## src/rtl/simmem_rrsv_if.sv

```systemverilog
// Handshake bundle between the read-reservation initiator and its requester,
// reservation bank, memory controller and delay calculator.
interface simmem_rrsv_if #(
    parameter int unsigned NumIds         = 4,
    parameter int unsigned IdW            = 2,
    parameter int unsigned AddrW          = 32,
    parameter int unsigned LenW           = 8,
    parameter int unsigned IidW           = 6,
    parameter int unsigned MaxOutstanding = 16
);
    localparam int unsigned OutW = $clog2(MaxOutstanding + 1);

    logic              ar_valid_i;
    logic              ar_ready_o;
    logic [IdW-1:0]    ar_id_i;
    logic [AddrW-1:0]  ar_addr_i;
    logic [LenW-1:0]   ar_len_i;
    logic [NumIds-1:0] rsv_req_id_onehot_o;
    logic [LenW:0]     rsv_burst_len_o;
    logic              rsv_valid_o;
    logic              rsv_ready_i;
    logic [IidW-1:0]   rsv_iid_i;
    logic              mem_ar_valid_o;
    logic              mem_ar_ready_i;
    logic [IdW-1:0]    mem_ar_id_o;
    logic [AddrW-1:0]  mem_ar_addr_o;
    logic [LenW-1:0]   mem_ar_len_o;
    logic              dc_valid_o;
    logic              dc_ready_i;
    logic [IidW-1:0]   dc_iid_o;
    logic [LenW:0]     dc_burst_len_o;
    logic              burst_done_i;
    logic [OutW-1:0]   outstanding_o;

    modport slave (
        input  ar_valid_i, ar_id_i, ar_addr_i, ar_len_i,
        input  rsv_ready_i, rsv_iid_i, mem_ar_ready_i, dc_ready_i, burst_done_i,
        output ar_ready_o, rsv_req_id_onehot_o, rsv_burst_len_o, rsv_valid_o,
        output mem_ar_valid_o, mem_ar_id_o, mem_ar_addr_o, mem_ar_len_o,
        output dc_valid_o, dc_iid_o, dc_burst_len_o, outstanding_o
    );

    modport master (
        output ar_valid_i, ar_id_i, ar_addr_i, ar_len_i,
        output rsv_ready_i, rsv_iid_i, mem_ar_ready_i, dc_ready_i, burst_done_i,
        input  ar_ready_o, rsv_req_id_onehot_o, rsv_burst_len_o, rsv_valid_o,
        input  mem_ar_valid_o, mem_ar_id_o, mem_ar_addr_o, mem_ar_len_o,
        input  dc_valid_o, dc_iid_o, dc_burst_len_o, outstanding_o
    );
endinterface

```

## src/rtl/simmem_rrsv_initiator.sv

```systemverilog
// Read-reservation initiator: reserves a bank iid per AR burst, then forwards to memory and delay calculator.
// Optional macro SIMMEM_RRSV_ERR_EN adds a sticky err_underflow_o output.
module simmem_rrsv_initiator #(
    parameter int unsigned NumIds         = 4,
    parameter int unsigned IdW            = 2,
    parameter int unsigned AddrW          = 32,
    parameter int unsigned LenW           = 8,
    parameter int unsigned IidW           = 6,
    parameter int unsigned MaxOutstanding = 16
) (
    input  logic           clk_i,
    input  logic           rst_ni,
    simmem_rrsv_if.slave   bus
`ifdef SIMMEM_RRSV_ERR_EN
    ,
    output logic           err_underflow_o
`endif
);
    localparam int unsigned OutW = $clog2(MaxOutstanding + 1);
    localparam logic [OutW-1:0] MaxOut = OutW'(MaxOutstanding);

    typedef enum logic [1:0] {IDLE = 2'd0, RSV = 2'd1, FWD = 2'd2} state_e;

    state_e            state_r;
    logic              ar_ready_r;
    logic              rsv_valid_r;
    logic              mem_valid_r;
    logic              dc_valid_r;
    logic              mem_done_r;
    logic              dc_done_r;
    logic [IdW-1:0]    id_r;
    logic [AddrW-1:0]  addr_r;
    logic [LenW-1:0]   len_r;
    logic [LenW:0]     burst_len_r;
    logic [NumIds-1:0] onehot_r;
    logic [IidW-1:0]   iid_r;
    logic [OutW-1:0]   outstanding_r;

    logic              ar_hs_s;
    logic              rsv_hs_s;
    logic              mem_hs_s;
    logic              dc_hs_s;
    logic              dec_s;
    logic              fwd_last_s;
    logic              ar_ready_n_s;
    logic [OutW-1:0]   out_n_s;

    // Handshakes, next outstanding count and FWD completion.
    always_comb begin
        ar_hs_s  = bus.ar_valid_i && ar_ready_r;
        rsv_hs_s = rsv_valid_r && bus.rsv_ready_i;
        mem_hs_s = mem_valid_r && bus.mem_ar_ready_i;
        dc_hs_s  = dc_valid_r && bus.dc_ready_i;
        // A release at zero only counts when it pairs with a same-cycle reservation.
        dec_s    = bus.burst_done_i && ((outstanding_r != {OutW{1'b0}}) || rsv_hs_s);
        out_n_s  = outstanding_r;
        if (rsv_hs_s && !dec_s) begin
            out_n_s = outstanding_r + {{(OutW-1){1'b0}}, 1'b1};
        end else if (!rsv_hs_s && dec_s) begin
            out_n_s = outstanding_r - {{(OutW-1){1'b0}}, 1'b1};
        end else begin
            out_n_s = outstanding_r;
        end
        fwd_last_s   = (mem_done_r || mem_hs_s) && (dc_done_r || dc_hs_s);
        ar_ready_n_s = (out_n_s < MaxOut);
    end

    // Control FSM with all registered outputs and latched request payload.
    always_ff @(posedge clk_i or negedge rst_ni) begin
        if (!rst_ni) begin
            state_r       <= IDLE;
            ar_ready_r    <= 1'b1;
            rsv_valid_r   <= 1'b0;
            mem_valid_r   <= 1'b0;
            dc_valid_r    <= 1'b0;
            mem_done_r    <= 1'b0;
            dc_done_r     <= 1'b0;
            id_r          <= {IdW{1'b0}};
            addr_r        <= {AddrW{1'b0}};
            len_r         <= {LenW{1'b0}};
            burst_len_r   <= {(LenW+1){1'b0}};
            onehot_r      <= {NumIds{1'b0}};
            iid_r         <= {IidW{1'b0}};
            outstanding_r <= {OutW{1'b0}};
        end else begin
            outstanding_r <= out_n_s;
            case (state_r)
                IDLE: begin
                    if (ar_hs_s) begin
                        id_r        <= bus.ar_id_i;
                        addr_r      <= bus.ar_addr_i;
                        len_r       <= bus.ar_len_i;
                        burst_len_r <= {1'b0, bus.ar_len_i} + {{LenW{1'b0}}, 1'b1};
                        onehot_r    <= {{(NumIds-1){1'b0}}, 1'b1} << bus.ar_id_i;
                        rsv_valid_r <= 1'b1;
                        ar_ready_r  <= 1'b0;
                        state_r     <= RSV;
                    end else begin
                        ar_ready_r  <= ar_ready_n_s;
                    end
                end
                RSV: begin
                    ar_ready_r <= 1'b0;
                    if (rsv_hs_s) begin
                        iid_r       <= bus.rsv_iid_i;
                        rsv_valid_r <= 1'b0;
                        mem_valid_r <= 1'b1;
                        dc_valid_r  <= 1'b1;
                        mem_done_r  <= 1'b0;
                        dc_done_r   <= 1'b0;
                        state_r     <= FWD;
                    end
                end
                FWD: begin
                    if (mem_hs_s) begin
                        mem_valid_r <= 1'b0;
                        mem_done_r  <= 1'b1;
                    end
                    if (dc_hs_s) begin
                        dc_valid_r <= 1'b0;
                        dc_done_r  <= 1'b1;
                    end
                    if (fwd_last_s) begin
                        ar_ready_r <= ar_ready_n_s;
                        state_r    <= IDLE;
                    end else begin
                        ar_ready_r <= 1'b0;
                    end
                end
                default: begin
                    state_r     <= IDLE;
                    rsv_valid_r <= 1'b0;
                    mem_valid_r <= 1'b0;
                    dc_valid_r  <= 1'b0;
                    ar_ready_r  <= ar_ready_n_s;
                end
            endcase
        end
    end

`ifdef SIMMEM_RRSV_ERR_EN
    logic underflow_s;
    logic err_r;

    // Release with nothing outstanding and no pairing reservation.
    always_comb begin
        underflow_s = bus.burst_done_i && (outstanding_r == {OutW{1'b0}}) && !rsv_hs_s;
    end

    // Sticky underflow flag, cleared only by reset.
    always_ff @(posedge clk_i or negedge rst_ni) begin
        if (!rst_ni) begin
            err_r <= 1'b0;
        end else begin
            err_r <= err_r || underflow_s;
        end
    end

    assign err_underflow_o = err_r;
`endif

    assign bus.ar_ready_o          = ar_ready_r;
    assign bus.rsv_valid_o         = rsv_valid_r;
    assign bus.rsv_req_id_onehot_o = onehot_r;
    assign bus.rsv_burst_len_o     = burst_len_r;
    assign bus.mem_ar_valid_o      = mem_valid_r;
    assign bus.mem_ar_id_o         = id_r;
    assign bus.mem_ar_addr_o       = addr_r;
    assign bus.mem_ar_len_o        = len_r;
    assign bus.dc_valid_o          = dc_valid_r;
    assign bus.dc_iid_o            = iid_r;
    assign bus.dc_burst_len_o      = burst_len_r;
    assign bus.outstanding_o       = outstanding_r;
endmodule

```

## src/flat_wrapper.sv

```systemverilog
// flat-port wrapper written by rule: the top's interface ports become plain ports
module simmem_rrsv_initiator_flat 
#(
    parameter int unsigned NumIds         = 4,
    parameter int unsigned IdW            = 2,
    parameter int unsigned AddrW          = 32,
    parameter int unsigned LenW           = 8,
    parameter int unsigned IidW           = 6,
    parameter int unsigned MaxOutstanding = 16
)
  (clk_i, rst_ni, bus_ar_valid_i, bus_ar_id_i, bus_ar_addr_i, bus_ar_len_i, bus_rsv_ready_i, bus_rsv_iid_i, bus_mem_ar_ready_i, bus_dc_ready_i, bus_burst_done_i, bus_ar_ready_o, bus_rsv_req_id_onehot_o, bus_rsv_burst_len_o, bus_rsv_valid_o, bus_mem_ar_valid_o, bus_mem_ar_id_o, bus_mem_ar_addr_o, bus_mem_ar_len_o, bus_dc_valid_o, bus_dc_iid_o, bus_dc_burst_len_o, bus_outstanding_o);
  simmem_rrsv_if #(.NumIds(NumIds), .IdW(IdW), .AddrW(AddrW), .LenW(LenW), .IidW(IidW), .MaxOutstanding(MaxOutstanding)) bus_i ();
  input  logic clk_i;
  input  logic rst_ni;
  input wire logic [$bits(bus_i.ar_valid_i)-1:0] bus_ar_valid_i;
  input wire logic [$bits(bus_i.ar_id_i)-1:0] bus_ar_id_i;
  input wire logic [$bits(bus_i.ar_addr_i)-1:0] bus_ar_addr_i;
  input wire logic [$bits(bus_i.ar_len_i)-1:0] bus_ar_len_i;
  input wire logic [$bits(bus_i.rsv_ready_i)-1:0] bus_rsv_ready_i;
  input wire logic [$bits(bus_i.rsv_iid_i)-1:0] bus_rsv_iid_i;
  input wire logic [$bits(bus_i.mem_ar_ready_i)-1:0] bus_mem_ar_ready_i;
  input wire logic [$bits(bus_i.dc_ready_i)-1:0] bus_dc_ready_i;
  input wire logic [$bits(bus_i.burst_done_i)-1:0] bus_burst_done_i;
  output wire logic [$bits(bus_i.ar_ready_o)-1:0] bus_ar_ready_o;
  output wire logic [$bits(bus_i.rsv_req_id_onehot_o)-1:0] bus_rsv_req_id_onehot_o;
  output wire logic [$bits(bus_i.rsv_burst_len_o)-1:0] bus_rsv_burst_len_o;
  output wire logic [$bits(bus_i.rsv_valid_o)-1:0] bus_rsv_valid_o;
  output wire logic [$bits(bus_i.mem_ar_valid_o)-1:0] bus_mem_ar_valid_o;
  output wire logic [$bits(bus_i.mem_ar_id_o)-1:0] bus_mem_ar_id_o;
  output wire logic [$bits(bus_i.mem_ar_addr_o)-1:0] bus_mem_ar_addr_o;
  output wire logic [$bits(bus_i.mem_ar_len_o)-1:0] bus_mem_ar_len_o;
  output wire logic [$bits(bus_i.dc_valid_o)-1:0] bus_dc_valid_o;
  output wire logic [$bits(bus_i.dc_iid_o)-1:0] bus_dc_iid_o;
  output wire logic [$bits(bus_i.dc_burst_len_o)-1:0] bus_dc_burst_len_o;
  output wire logic [$bits(bus_i.outstanding_o)-1:0] bus_outstanding_o;
  assign bus_i.ar_valid_i = bus_ar_valid_i;
  assign bus_i.ar_id_i = bus_ar_id_i;
  assign bus_i.ar_addr_i = bus_ar_addr_i;
  assign bus_i.ar_len_i = bus_ar_len_i;
  assign bus_i.rsv_ready_i = bus_rsv_ready_i;
  assign bus_i.rsv_iid_i = bus_rsv_iid_i;
  assign bus_i.mem_ar_ready_i = bus_mem_ar_ready_i;
  assign bus_i.dc_ready_i = bus_dc_ready_i;
  assign bus_i.burst_done_i = bus_burst_done_i;
  assign bus_ar_ready_o = bus_i.ar_ready_o;
  assign bus_rsv_req_id_onehot_o = bus_i.rsv_req_id_onehot_o;
  assign bus_rsv_burst_len_o = bus_i.rsv_burst_len_o;
  assign bus_rsv_valid_o = bus_i.rsv_valid_o;
  assign bus_mem_ar_valid_o = bus_i.mem_ar_valid_o;
  assign bus_mem_ar_id_o = bus_i.mem_ar_id_o;
  assign bus_mem_ar_addr_o = bus_i.mem_ar_addr_o;
  assign bus_mem_ar_len_o = bus_i.mem_ar_len_o;
  assign bus_dc_valid_o = bus_i.dc_valid_o;
  assign bus_dc_iid_o = bus_i.dc_iid_o;
  assign bus_dc_burst_len_o = bus_i.dc_burst_len_o;
  assign bus_outstanding_o = bus_i.outstanding_o;
  simmem_rrsv_initiator #(.NumIds(NumIds), .IdW(IdW), .AddrW(AddrW), .LenW(LenW), .IidW(IidW), .MaxOutstanding(MaxOutstanding)) u_core (.clk_i(clk_i), .rst_ni(rst_ni), .bus(bus_i));
endmodule
```

## config.mk

```make
export PLATFORM = sky130hd
export DESIGN_NAME = simmem_rrsv_initiator_flat
export DESIGN_NICKNAME = d
export VERILOG_FILES = /design/src/rtl/simmem_rrsv_if.sv /design/src/rtl/simmem_rrsv_initiator.sv /design/src/flat_wrapper.sv
export SDC_FILE = /design/constraint.sdc
export NUM_CORES = 1
export LEC_CHECK = 0
export CAP_MARGIN = 20
export CORE_UTILIZATION = 62
export CTS_CLUSTER_SIZE = 10
export DETAILED_ROUTE_END_ITERATION = 10
export DONT_BUFFER_PORTS = 1
export PLACE_DENSITY = 0.84
export SLEW_MARGIN = 20
export SYNTH_ARGS = -nofsm -noshare
export SYNTH_HDL_FRONTEND = slang
export SYNTH_SLANG_ARGS = --single-unit
```

## constraint.sdc

```tcl
create_clock -name clk_i -period 2.13 [get_ports clk_i]
set_clock_uncertainty 0.05 [all_clocks]
set_input_delay 0.426 -clock clk_i [delete_from_list [all_inputs] [get_ports clk_i]]
set_output_delay 0.426 -clock clk_i [all_outputs]
set_load 0.1 [all_outputs]
```

# After elaboration in Yosys (flattened, before gate mapping)
# Index checks and enable logic that the tools add are counted.
# Widths: inputs -> output; s select.
[totals]
ff_bits = 74
latch_bits = 0
ram_bits = 0
mem_bits_ro = 0
in_bits = 55
elab_cells = 73
mem_count = 0
[classes]
add_sub_neg = 3
n_mul = 0
div = 0
magnitude_cmp = 1
n_eq_ne = 7
shifts = 1
n_mux = 21
bitwise_logic = 2
reduce_logical = 24
[op_table]
columns = ["cell", "n"]
rows = [
  ["$reduce_and 3->1", 6],
  ["$pmux 1 s3", 4],
  ["$mux 5", 2],
  ["$ne 2x1->1 const B", 5],
  ["$add 8x1->9 const B", 1],
  ["$mux 1", 9],
  ["$logic_and 1x1->1", 8],
  ["$mux 2", 3],
  ["$pmux 2 s3", 1],
  ["$add 5x1->5 const B", 1],
  ["$lt 5x5->1 const B", 1],
  ["$reduce_bool 5->1", 1],
  ["$sub 5x1->5 const B", 1],
  ["$pmux 1 s2", 2],
  ["$reduce_and 2->1", 2],
  ["$shl 1x2->4 const A", 1],
  ["$logic_or 1x1->1", 3],
  ["$eq 2x1->1 const B", 1],
  ["$eq 2x2->1 const B", 1],
  ["$logic_not 1->1", 2],
  ["$logic_not 2->1", 1],
  ["$not 1->1", 2],
  ["$reduce_bool 2->1", 1],
]

# Longest topological paths before layout
# Gate-level depths: netlist of run 1.
[depth]
word_depth = 9
mapped_depth = 7
mapped_depth_nobuf = 6

# Worst setup path before layout of run 1
# No wires, ideal clock.
[synth_path]
path_type = "reg-to-reg"
start = "register u_core.outstanding_r[1] (netlist: u_core.bus.outstanding_o[1])"
end = "register u_core.outstanding_r[1] (netlist: u_core.bus.outstanding_o[1])"
setup_time_ps = 79
arrival_ps = 2050
t_required_ps = 2001
slack_ps = -49
stages_incl_launch_ff = 6
period_less_slack_ps = 2179
cell_sequence = "dfrtp_1 -> inv_1 -> ha_1 -> a32oi_1 -> mux2_2 -> a21oi_1"
[synth_via]
elab_chain_cells = 6
[synth_lines]
columns = ["element", "line", "source"]
rows = [
  ["start: declaration", "simmem_rrsv_initiator.sv:37", "logic [OutW-1:0] outstanding_r;"],
  ["start signal: assignment", "simmem_rrsv_initiator.sv:84", "outstanding_r <= {OutW{1'b0}};"],
  ["start signal: assignment", "simmem_rrsv_initiator.sv:86", "outstanding_r <= out_n_s;"],
  ["branches (longest 5 deep; another with $sub 5x1->5)", "-", ""],
  ["$mux 5 (*)", "simmem_rrsv_initiator.sv:57", "if (rsv_hs_s && !dec_s) begin"],
]
# Mark *: on every way between the ends.
# A chain may end at the register's enable or synchronous reset.

# Worst setup path in the final report of run 1
[layout_path]
start = "register u_core.addr_r[15] (netlist: u_core.bus.mem_ar_addr_o[15])"
end = "output port bus_mem_ar_addr_o[15]"
[layout_rtl]
columns = ["element", "line", "source"]
rows = [
  ["start: declaration", "simmem_rrsv_initiator.sv:32", "logic [AddrW-1:0] addr_r;"],
  ["start signal: assignment", "simmem_rrsv_initiator.sv:79", "addr_r <= {AddrW{1'b0}};"],
  ["start signal: assignment", "simmem_rrsv_initiator.sv:91", "addr_r <= bus.ar_addr_i;"],
  ["end: declaration", "flat_wrapper.sv:30", "output wire logic [$bits(bus_i.mem_ar_addr_o)-1:0] bus_mem_ar_addr_o;"],
]
# No word-level cell between the ends.

==> out/qor.csv, run 1 <==
stage,metric,value,unit
detailed_routing,vias,1939,
critical_path,worstRegToRegCells,5,
sta,rsz0062_at_grt,no,
sta,setup_tns,0,ps
cells_and_area,n_antenna_cell,0,
clock_network,cts_tree,done,
sta,report.final.slew_viol_count,0,
critical_path,regToRegEndpoint,u_core.bus.mem_ar_addr_o[22],
global_routing,grt_max_degree,75,
yosys,synth.top_cells.by_count,"dfrtp_1 (73), mux2_2 (47), nand2_1 (19)",
yosys,synth_most_common_cell,dfrtp_1,
detailed_routing,drt_pre_antenna_iters,4,
detailed_routing,viasPerCell,5.69,
critical_path,cp-end-kind,output pin,
global_routing,track_usage,0.232,
floorplanning,fp.coreArea,0.00485,mm²
yosys,synth.distinct_cells,37,
detailed_routing,wl_per_cell,18.1,µm
sta,setup_viol,0,
floorplanning,rows,25,
yosys,synth_top_area_cell,dfrtp_1,
critical_path,r2r_setup_slack,420,ps
placement,hpwl,4300,µm
yosys,ys_seq_area_frac,0.576,
clock_network,clockBufferDepth,2,
floorplanning,die_x,74,µm
critical_path,crit_cells,0,
sta,hold_violations,74,
critical_path,cp_max_fo,2,
sta,worst_pin_slew,925,ps
clock_network,htree_levels,3,
global_routing,grt_pass1_wl,9230,µm
sta,fmax,561,MHz
sta,max_slew_margin,0.383,
job,max-cap-violations,0,
clock_network,cts_buffers,9,
clock_network,cts_sinks,74,
critical_path,startpoint,u_core.bus.mem_ar_addr_o[15],
placement,port_buffers,0,
yosys,async_reset_ff_frac,1.00,
sta,fin_crit_sh,0.837,
sta,layout_min_cycle_time,1780,ps
floorplanning,die-area,0.00548,mm²
critical_path,reg2reg_from,u_core.state_r[0],
run_status,status,finished with violations,
floorplanning,start_util,0.663,
yosys,synth.area.top_cells,"dfrtp_1 (57%), mux2_2 (16%), mux2_4 (2.8%)",
detailed_routing,drt_wl_total,6160,µm
critical_path,crit_type,flip-flop to output pin,
clock_network,clockRootBuffer,clkbuf_8,
yosys,avgSynthCellArea,12.9,µm²
detailed_routing,drc,0,
yosys,ys_ff_latch,74,
floorplanning,io_pins,134,
yosys,syn_inst,249,
yosys,synth-edff-count,0,
detailed_routing,drtAntennaViolNets,0,
sta,holdWs,-279,ps
clock_network,cts_setup_buffers,0,
global_routing,antenna_found_initial,0,
global_routing,grt.overflow.total,0,
cells_and_area,nNetsFinal,331,
clock_network,worstSkewPairLatency,340,ps
clock_network,cts_resized,0,
critical_path,endpoint,bus_mem_ar_addr_o[15],
cells_and_area,area_growth,16.7,%
run_status,violations,negative hold slack,
critical_path,crit_arrival,1310,ps
yosys,synth_area,0.00321,mm²
clock_network,clkTransAtPathRegs,80,ps
placement,gp_congestion,0.803,
cells_and_area,drive_gt1_frac,0.394,
yosys,synth_ff_type,dfrtp_1,
yosys,yosysTopAreaCellShare,0.568,
yosys,yosysWarnings,0,
min_path,min_path_type,input pin to asynchronous set/reset pin,
floorplanning,die-height,74,µm
critical_path,critPathRequiredTime,1650,ps
critical_path,crit_path_start_kind,flip-flop,
global_routing,grt_pass1_vias,1958,
yosys,synth_nets,311,
detailed_routing,first_iter_violations,103,
metrics by stage:
step                hold slack (ps)  utilization  instances  setup slack [ps]  cell area, µm²
global route                   -296        0.774        341               322            3750
CTS                            -295        0.774        341               328            3750
global placement               82.0        0.723        325               495            3500
detailed placement             81.7        0.723        325               432            3500
floorplan                      80.4            -        249              79.6            3220
finish                         -279        0.774        341               348            3750
how the worst min path moves through the flow:
| stage | startpoint | to | slack [ps] | cells past startpoint |
|---|---|---|---|---|
| floorplan | rst_ni | u_core.bus.dc_burst_len_o[0] | 80 | 0 |
| detailed placement | rst_ni | u_core.bus.outstanding_o[0] | 80 | 0 |
| finish | rst_ni | u_core.bus.mem_ar_addr_o[1] | -280 | 0 |
| CTS | rst_ni | u_core.bus.mem_ar_addr_o[1] | -290 | 0 |
| global placement | rst_ni | u_core.bus.outstanding_o[0] | 80 | 0 |
| global route | rst_ni | u_core.bus.mem_ar_addr_o[6] | -300 | 0 |
layout make-up:
class / instances / area [µm²]
Multi-Input combinational cell: 151 / 1220
Fill cell: 295 / 1100
Timing Repair Buffer: 25 / 300
Tap cell: 67 / 83.8
Clock buffer: 9 / 124
Clock inverter: 7 / 124
Sequential cell: 74 / 1870
Inverter: 8 / 30.0
per-layer routing:
layer  up-vias  GRT usage  routed length [µm]
met5         -          0                   0
met4         0      0.130                 152
met3        14     0.0650                 417
met2        85      0.383                3150
met1       942      0.276                2440
li1        898          -                   -
kinds of logic (layout without fill, tap and decap cells):
family          Yosys count  after routing  synth area share
flops                    74             74             0.576
buf+inv                  24             49            0.0432
fa+ha+maj                 7              7            0.0272
xor+xnor                  8              8            0.0218
compound gates           34             34            0.0634
mux                      54             54             0.196
simple gates             48             48            0.0720
sequential cells by signal, indices dropped and copies added (netlist names):
name / flops
u_core.bus.mem_ar_addr_o: 32
u_core.bus.dc_burst_len_o: 9
u_core.bus.mem_ar_len_o: 8
u_core.bus.dc_iid_o: 6
u_core.bus.outstanding_o: 5
u_core.bus.rsv_req_id_onehot_o: 4
u_core.bus.mem_ar_id_o: 2
u_core.state_r: 2
u_core.bus.ar_ready_o: 1
u_core.bus.dc_valid_o: 1
u_core.bus.mem_ar_valid_o: 1
u_core.bus.rsv_valid_o: 1
u_core.dc_done_r: 1
u_core.mem_done_r: 1
cell usage in the layout, fill, tap and decap left out, types with 2 or more instances in the layout:
cell,n
a21boi_0,2
a21oi_1,6
a31oi_1,2
and2_1,2
and3_1,3
buf_12,9
buf_4,16
bufinv_16,3
clkbuf_8,9
dfrtp_1,62
dfrtp_2,11
ha_1,7
inv_1,8
inv_6,3
mux2_2,47
mux2_4,6
nand2_1,19
nand2b_1,3
nand3_1,5
nor2_1,9
nor3_1,2
o21ai_0,15
o31ai_1,2
xnor2_1,5
xor2_1,3
Power of run 1 is not shown: default switching activity piles up to over one toggle a cycle in this logic, so the estimate is an artifact.
==> run 2: changes to the inputs <==
clock period = 1.7 ns   (was 2.13 ns; I/O delays follow)
==> run 2 against run 1 <==
Against the previous run:
- the flow still finishes with violations (negative hold slack)
- core utilization grew 5.5 points
- first-iteration DRC count up 130%
- clock-buffer cell count rose by 2
- critical endpoint is now bus_dc_iid_o[2]
- hold slack worse by 72 ps
- setup slack worse by 310 ps
- sequential cell count unchanged
==> out/qor.csv, run 2 (synthesis results as in run 1) <==
stage,metric,value,unit,change
run_status,status,finished with violations,,
run_status,violations,negative hold slack,,
clock_network,worstSkewPairLatency,320,ps,-20 ps
sta,fmax,601,MHz,
critical_path,crit_path_start_kind,flip-flop,,
cells_and_area,largest_reg_flops,32,,unchanged
min_path,min_path_type,input pin to asynchronous set/reset pin,,
sta,report.final.slew_viol_count,0,,unchanged
global_routing,grt_pass1_wl,11500,µm,+25%
sta,worst_pin_slew,916,ps,-8.84 ps
critical_path,critPathRequiredTime,1310,ps,-340 ps
cells_and_area,drive_gt1_frac,0.470,,+0.0760
placement,hpwl,4680,µm,+8.8%
placement,port_buffers,0,,unchanged
clock_network,cts_tree,done,,
clock_network,clockRootBuffer,clkbuf_8,,
critical_path,cp-end-kind,output pin,,
cells_and_area,final_cell_mix,"dfrtp_1 (56), mux2_2 (47), buf_4 (41)",,
global_routing,antenna_found_initial,0,,unchanged
sta,setup_tns,0,ps,unchanged
clock_network,cts_buffers,9,,unchanged
clock_network,cts_setup_buffers,0,,unchanged
placement,placed_cells,352,,+8.3%
sta,layout_min_cycle_time,1660,ps,
clock_network,clockBufferDepth,2,,unchanged
cells_and_area,area_growth,25.1,%,
floorplanning,io_pins,134,,unchanged
critical_path,cp_max_fo,2,,unchanged
floorplanning,start_util,0.663,,unchanged
clock_network,cts_sinks,74,,unchanged
clock_network,htree_levels,3,,unchanged
detailed_routing,drc,0,,unchanged
placement,post-place-ws,-1.46,ps,-434 ps
detailed_routing,drt_wl_total,7640,µm,+24%
sta,fin_crit_sh,0.978,,
cells_and_area,final_common_cell,dfrtp_1,,
critical_path,crit_type,flip-flop to output pin,,
sta,holdWs,-351,ps,-71.7 ps
sta,rsz0062_at_grt,yes,,
detailed_routing,wl_per_cell,20.7,µm,+15%
floorplanning,rows,25,,unchanged
sta,setup_viol,0,,unchanged
floorplanning,fp.coreArea,0.00485,mm²,unchanged
detailed_routing,viasPerCell,6.02,,+5.9%
sta,max_slew_margin,0.389,,+0.00589
placement,gp_congestion,0.810,,+0.83%
detailed_routing,drt_pre_antenna_iters,5,,+1
sta,hold_violations,74,,unchanged
cells_and_area,fill_cells,241,,-18%
floorplanning,die-height,74,µm,unchanged
global_routing,grt_max_degree,75,,unchanged
sta,fin_ws,37.3,ps,-311 ps
cells_and_area,n_antenna_cell,0,,unchanged
floorplanning,die_x,74,µm,unchanged
cells_and_area,fin_cells,369,,+8.2%
global_routing,grt.overflow.total,0,,unchanged
detailed_routing,drtAntennaViolNets,0,,unchanged
job,max-cap-violations,0,,unchanged
clock_network,clkTransAtPathRegs,80,ps,about the same
floorplanning,die-area,0.00548,mm²,unchanged
detailed_routing,first_iter_violations,241,,+130%
global_routing,track_usage,0.291,,+0.0587
detailed_routing,vias,2221,,+15%
global_routing,grt_pass1_vias,2216,,+13%
critical_path,crit_arrival,1270,ps,-40 ps
cells_and_area,nNetsFinal,359,,+8.5%
==> run 2: changes by cell type in the layout (fill, tap and decap cells not counted), moves of 2 or more <==
cell / previous run / this run
buf_4: 16 / 41
dfrtp_1: 62 / 56
dfrtp_2: 11 / 14
dfrtp_4: 0 / 3
inv_6: 3 / 0
buf_12: 9 / 11
clkbuf_1: 0 / 2
clkinv_2: 0 / 2
==> run 2: final timing paths <==
kind	start	endpoint	slack [ps]	cells past startpoint
setup / recovery	u_core.bus.dc_iid_o[2]	bus_dc_iid_o[2]	40	0
hold / removal	rst_ni	u_core.bus.mem_ar_valid_o	-350	0
setup reg to reg	u_core.state_r[0]	u_core.bus.dc_burst_len_o[8]	40	5
hold reg to reg	u_core.dc_done_r	u_core.dc_done_r	460	2
max in group asynchronous	rst_ni	u_core.bus.ar_ready_o	1770	0
min in group clk_i	bus_burst_done_i	u_core.bus.outstanding_o[1]	50	1
==> run 2: what timing repair did <==
| item | CTS | global route |
|---|---|---|
| resized for setup | 2 | 2 |
| pin swaps | 0 | 0 |
| setup endpoints to repair | 18 | 4 |
| endpoints found under the hold margin | 74 | 74 |
| cloned | 1 | 0 |
==> run 2: area by class of cell <==
cell class | count | area (µm²) | area share
clock buffer | 11 | 131 | 0.0327
clock inverter | 5 | 78.8 | 0.0196
inverter | 8 | 30.0 | 0.00747
multi-input combinational | 151 | 1250 | 0.311
sequential | 74 | 1890 | 0.469
tap | 67 | 83.8 | 0.0209
timing repair buffer | 53 | 561 | 0.139
==> run 2: routing by layer <==
layer / part of all wire / global-route usage
met1: 0.36 / 0.343
met2: 0.52 / 0.490
met3: 0.088 / 0.0867
met4: 0.030 / 0.141
met5: 0 / 0
==> run 2: through the flow <==
step	hold WS (ps)	cell area [µm²]	util
CTS	-364	4000	0.826
global route	-373	4020	0.829
detailed placement	-4.74	3750	0.773
floorplan	-5.59	3250	-
global placement	-4.49	3750	0.773
finish	-351	4020	0.829
Power of run 2 is left out for the same reason.
==> run 3: changes to the inputs <==
CORE_ASPECT_RATIO = 1.1   (was not set)
CORE_UTILIZATION = 55   (was 62)
PLACE_DENSITY = 0.76   (was 0.84)
==> run 3 against run 2 <==
Against the previous run:
- the flow still finishes with violations (negative hold slack)
- global-route usage shrank 6.8 points
- clock-buffer cell count is the same
- maximum frequency shrank 0.36%
- design area grew 2.2%
- largest cell class unchanged
==> out/qor.csv, run 3 (synthesis results as in run 1) <==
stage,metric,value,unit,change
detailed_routing,route.met3.wl,496,µm,-27%
detailed_routing,drc,0,,unchanged
clock_network,worstSkewPairLatency,330,ps,about the same
sta,max_slew_margin,0.399,,+0.00928
clock_network,htree_levels,3,,unchanged
run_status,status,finished with violations,,
clock_network,cts_setup_buffers,0,,unchanged
critical_path,crit_path_start_kind,flip-flop,,
global_routing,grt_pass1_vias,2093,,-5.6%
detailed_routing,routed-wl-met2,3490,µm,-13%
sta,fin_crit_sh,0.982,,+0.00356
cells_and_area,final_common_cell,dfrtp_1,,
sta,fmax,599,MHz,-0.36%
clock_network,cts_buffers,9,,unchanged
cells_and_area,multi_input_area,0.00126,mm²,+0.90%
detailed_routing,drtAntennaViolNets,0,,unchanged
global_routing,grt_pass1_wl,9920,µm,-14%
job,max-cap-violations,0,,unchanged
detailed_routing,drt_pre_antenna_iters,4,,-1
clock_network,cts_tree,done,,
cells_and_area,nNetsFinal,360,,+0.28%
critical_path,cp-end-kind,output pin,,
placement,gp_congestion,0.817,,+0.90%
detailed_routing,viasPerCell,5.56,,-7.6%
critical_path,cp_max_fo,2,,unchanged
clock_network,cts_sinks,74,,unchanged
critical_path,critPathRequiredTime,1310,ps,about the same
sta,layout_min_cycle_time,1670,ps,+6.06 ps
sta,holdWs,-357,ps,-6.56 ps
global_routing,grt_max_degree,75,,unchanged
detailed_routing,top_layer,met4,,
floorplanning,rows,28,,+12%
floorplanning,die_x,74.9,µm,+1.2%
critical_path,worstRegToRegCells,5,,unchanged
detailed_routing,drt_wl_total,6580,µm,-14%
detailed_routing,drt-met1-wl,2490,µm,-9.1%
placement,port_buffers,0,,unchanged
floorplanning,fp.coreArea,0.00550,mm²,+13%
cells_and_area,seqCellArea,0.00189,mm²,+0.20%
global_routing,grt.overflow.total,0,,unchanged
cells_and_area,largest_reg_flops,32,,unchanged
cells_and_area,n_antenna_cell,0,,unchanged
floorplanning,die-height,82.2,µm,+11%
floorplanning,start_util,0.584,,-0.0786
sta,worst_pin_slew,902,ps,-13.9 ps
sta,setup_viol,0,,unchanged
sta,setup_tns,0,ps,unchanged
critical_path,reg2reg_from,u_core.state_r[0],,
clock_network,clkTransAtPathRegs,80,ps,about the same
min_path,min_path_type,input pin to asynchronous set/reset pin,,
cells_and_area,final_cell_mix,"dfrtp_1 (53), mux2_2 (47), buf_4 (42)",,
clock_network,clockBufferDepth,2,,unchanged
critical_path,crit_type,flip-flop to output pin,,
floorplanning,die-area,0.00615,mm²,+12%
critical_path,r2r_setup_slack,70,ps,+30 ps
cells_and_area,drive_gt1_frac,0.495,,+0.0249
detailed_routing,vias,2102,,-5.4%
detailed_routing,first_iter_violations,113,,-53%
placement,hpwl,4420,µm,-5.7%
floorplanning,io_pins,134,,unchanged
clock_network,clockRootBuffer,clkbuf_8,,
critical_path,regToRegEndpoint,u_core.bus.dc_burst_len_o[8],,
sta,report.final.slew_viol_count,0,,unchanged
run_status,violations,negative hold slack,,
global_routing,track_usage,0.223,,-0.0681
cells_and_area,fill_cells,348,,+44%
global_routing,antenna_found_initial,0,,unchanged
cells_and_area,area_growth,27.8,%,
sta,hold_violations,74,,unchanged
detailed_routing,wl_per_cell,17.4,µm,-16%
critical_path,crit_arrival,1280,ps,about the same
==> run 3: cell count changes in the layout (fill, tap and decap cells not counted), sizes merged <==
| cell | previous run | this run |
|---|---|---|
| buf | 52 | 53 |
| clkinv | 3 | 1 |
| bufinv | 2 | 4 |
==> run 3: how the worst max path moves through the flow <==
stage	start	endpoint	slack, ps	cells after the start
3_3_place_gp	u_core.state_r[0]	u_core.bus.mem_ar_id_o[1]	50	5
2_1_floorplan	u_core.bus.outstanding_o[0]	u_core.bus.outstanding_o[1]	-60	5
5_1_grt	u_core.state_r[0]	u_core.bus.rsv_valid_o	-10	5
4_1_cts	u_core.bus.mem_ar_addr_o[17]	bus_mem_ar_addr_o[17]	10	0
3_5_place_dp	u_core.state_r[0]	u_core.bus.mem_ar_addr_o[27]	-10	5
6_report	u_core.bus.mem_ar_len_o[0]	bus_mem_ar_len_o[0]	30	0
==> run 3: per-layer routing <==
| layer | global-route usage | vias up |
|---|---|---|
| met5 | 0 | - |
| met1 | 0.247 | 1037 |
| met2 | 0.390 | 101 |
| met3 | 0.0655 | 12 |
| met4 | 0.108 | 0 |
| li1 | - | 952 |
==> run 3: what timing repair did <==
item	4_1_cts	5_1_grt
resized for setup	3	7
pin swaps	0	0
hold endpoints to repair	74	74
gates cloned	1	0
endpoints found under the setup margin	25	13
==> run 3: area by class of cell <==
| cell class | count | area share |
|---|---|---|
| Clock buffer | 11 | 0.0344 |
| Clock inverter | 5 | 0.0305 |
| Inverter | 8 | 0.00731 |
| Multi-Input combinational cell | 151 | 0.307 |
| Sequential cell | 74 | 0.460 |
| Tap cell | 75 | 0.0228 |
| Timing Repair Buffer | 54 | 0.138 |
==> run 3: metrics by stage <==
step                cells   util  setup WS [ps]  area, µm²
floorplan             249      -          -62.8       3250
global placement      361  0.685           47.5       3770
detailed placement    361  0.685          -11.6       3770
CTS                   378  0.743           14.9       4090
global route          378  0.747          -13.3       4110
finish                378  0.747           31.3       4110
Power of run 3 is left out for the same reason.
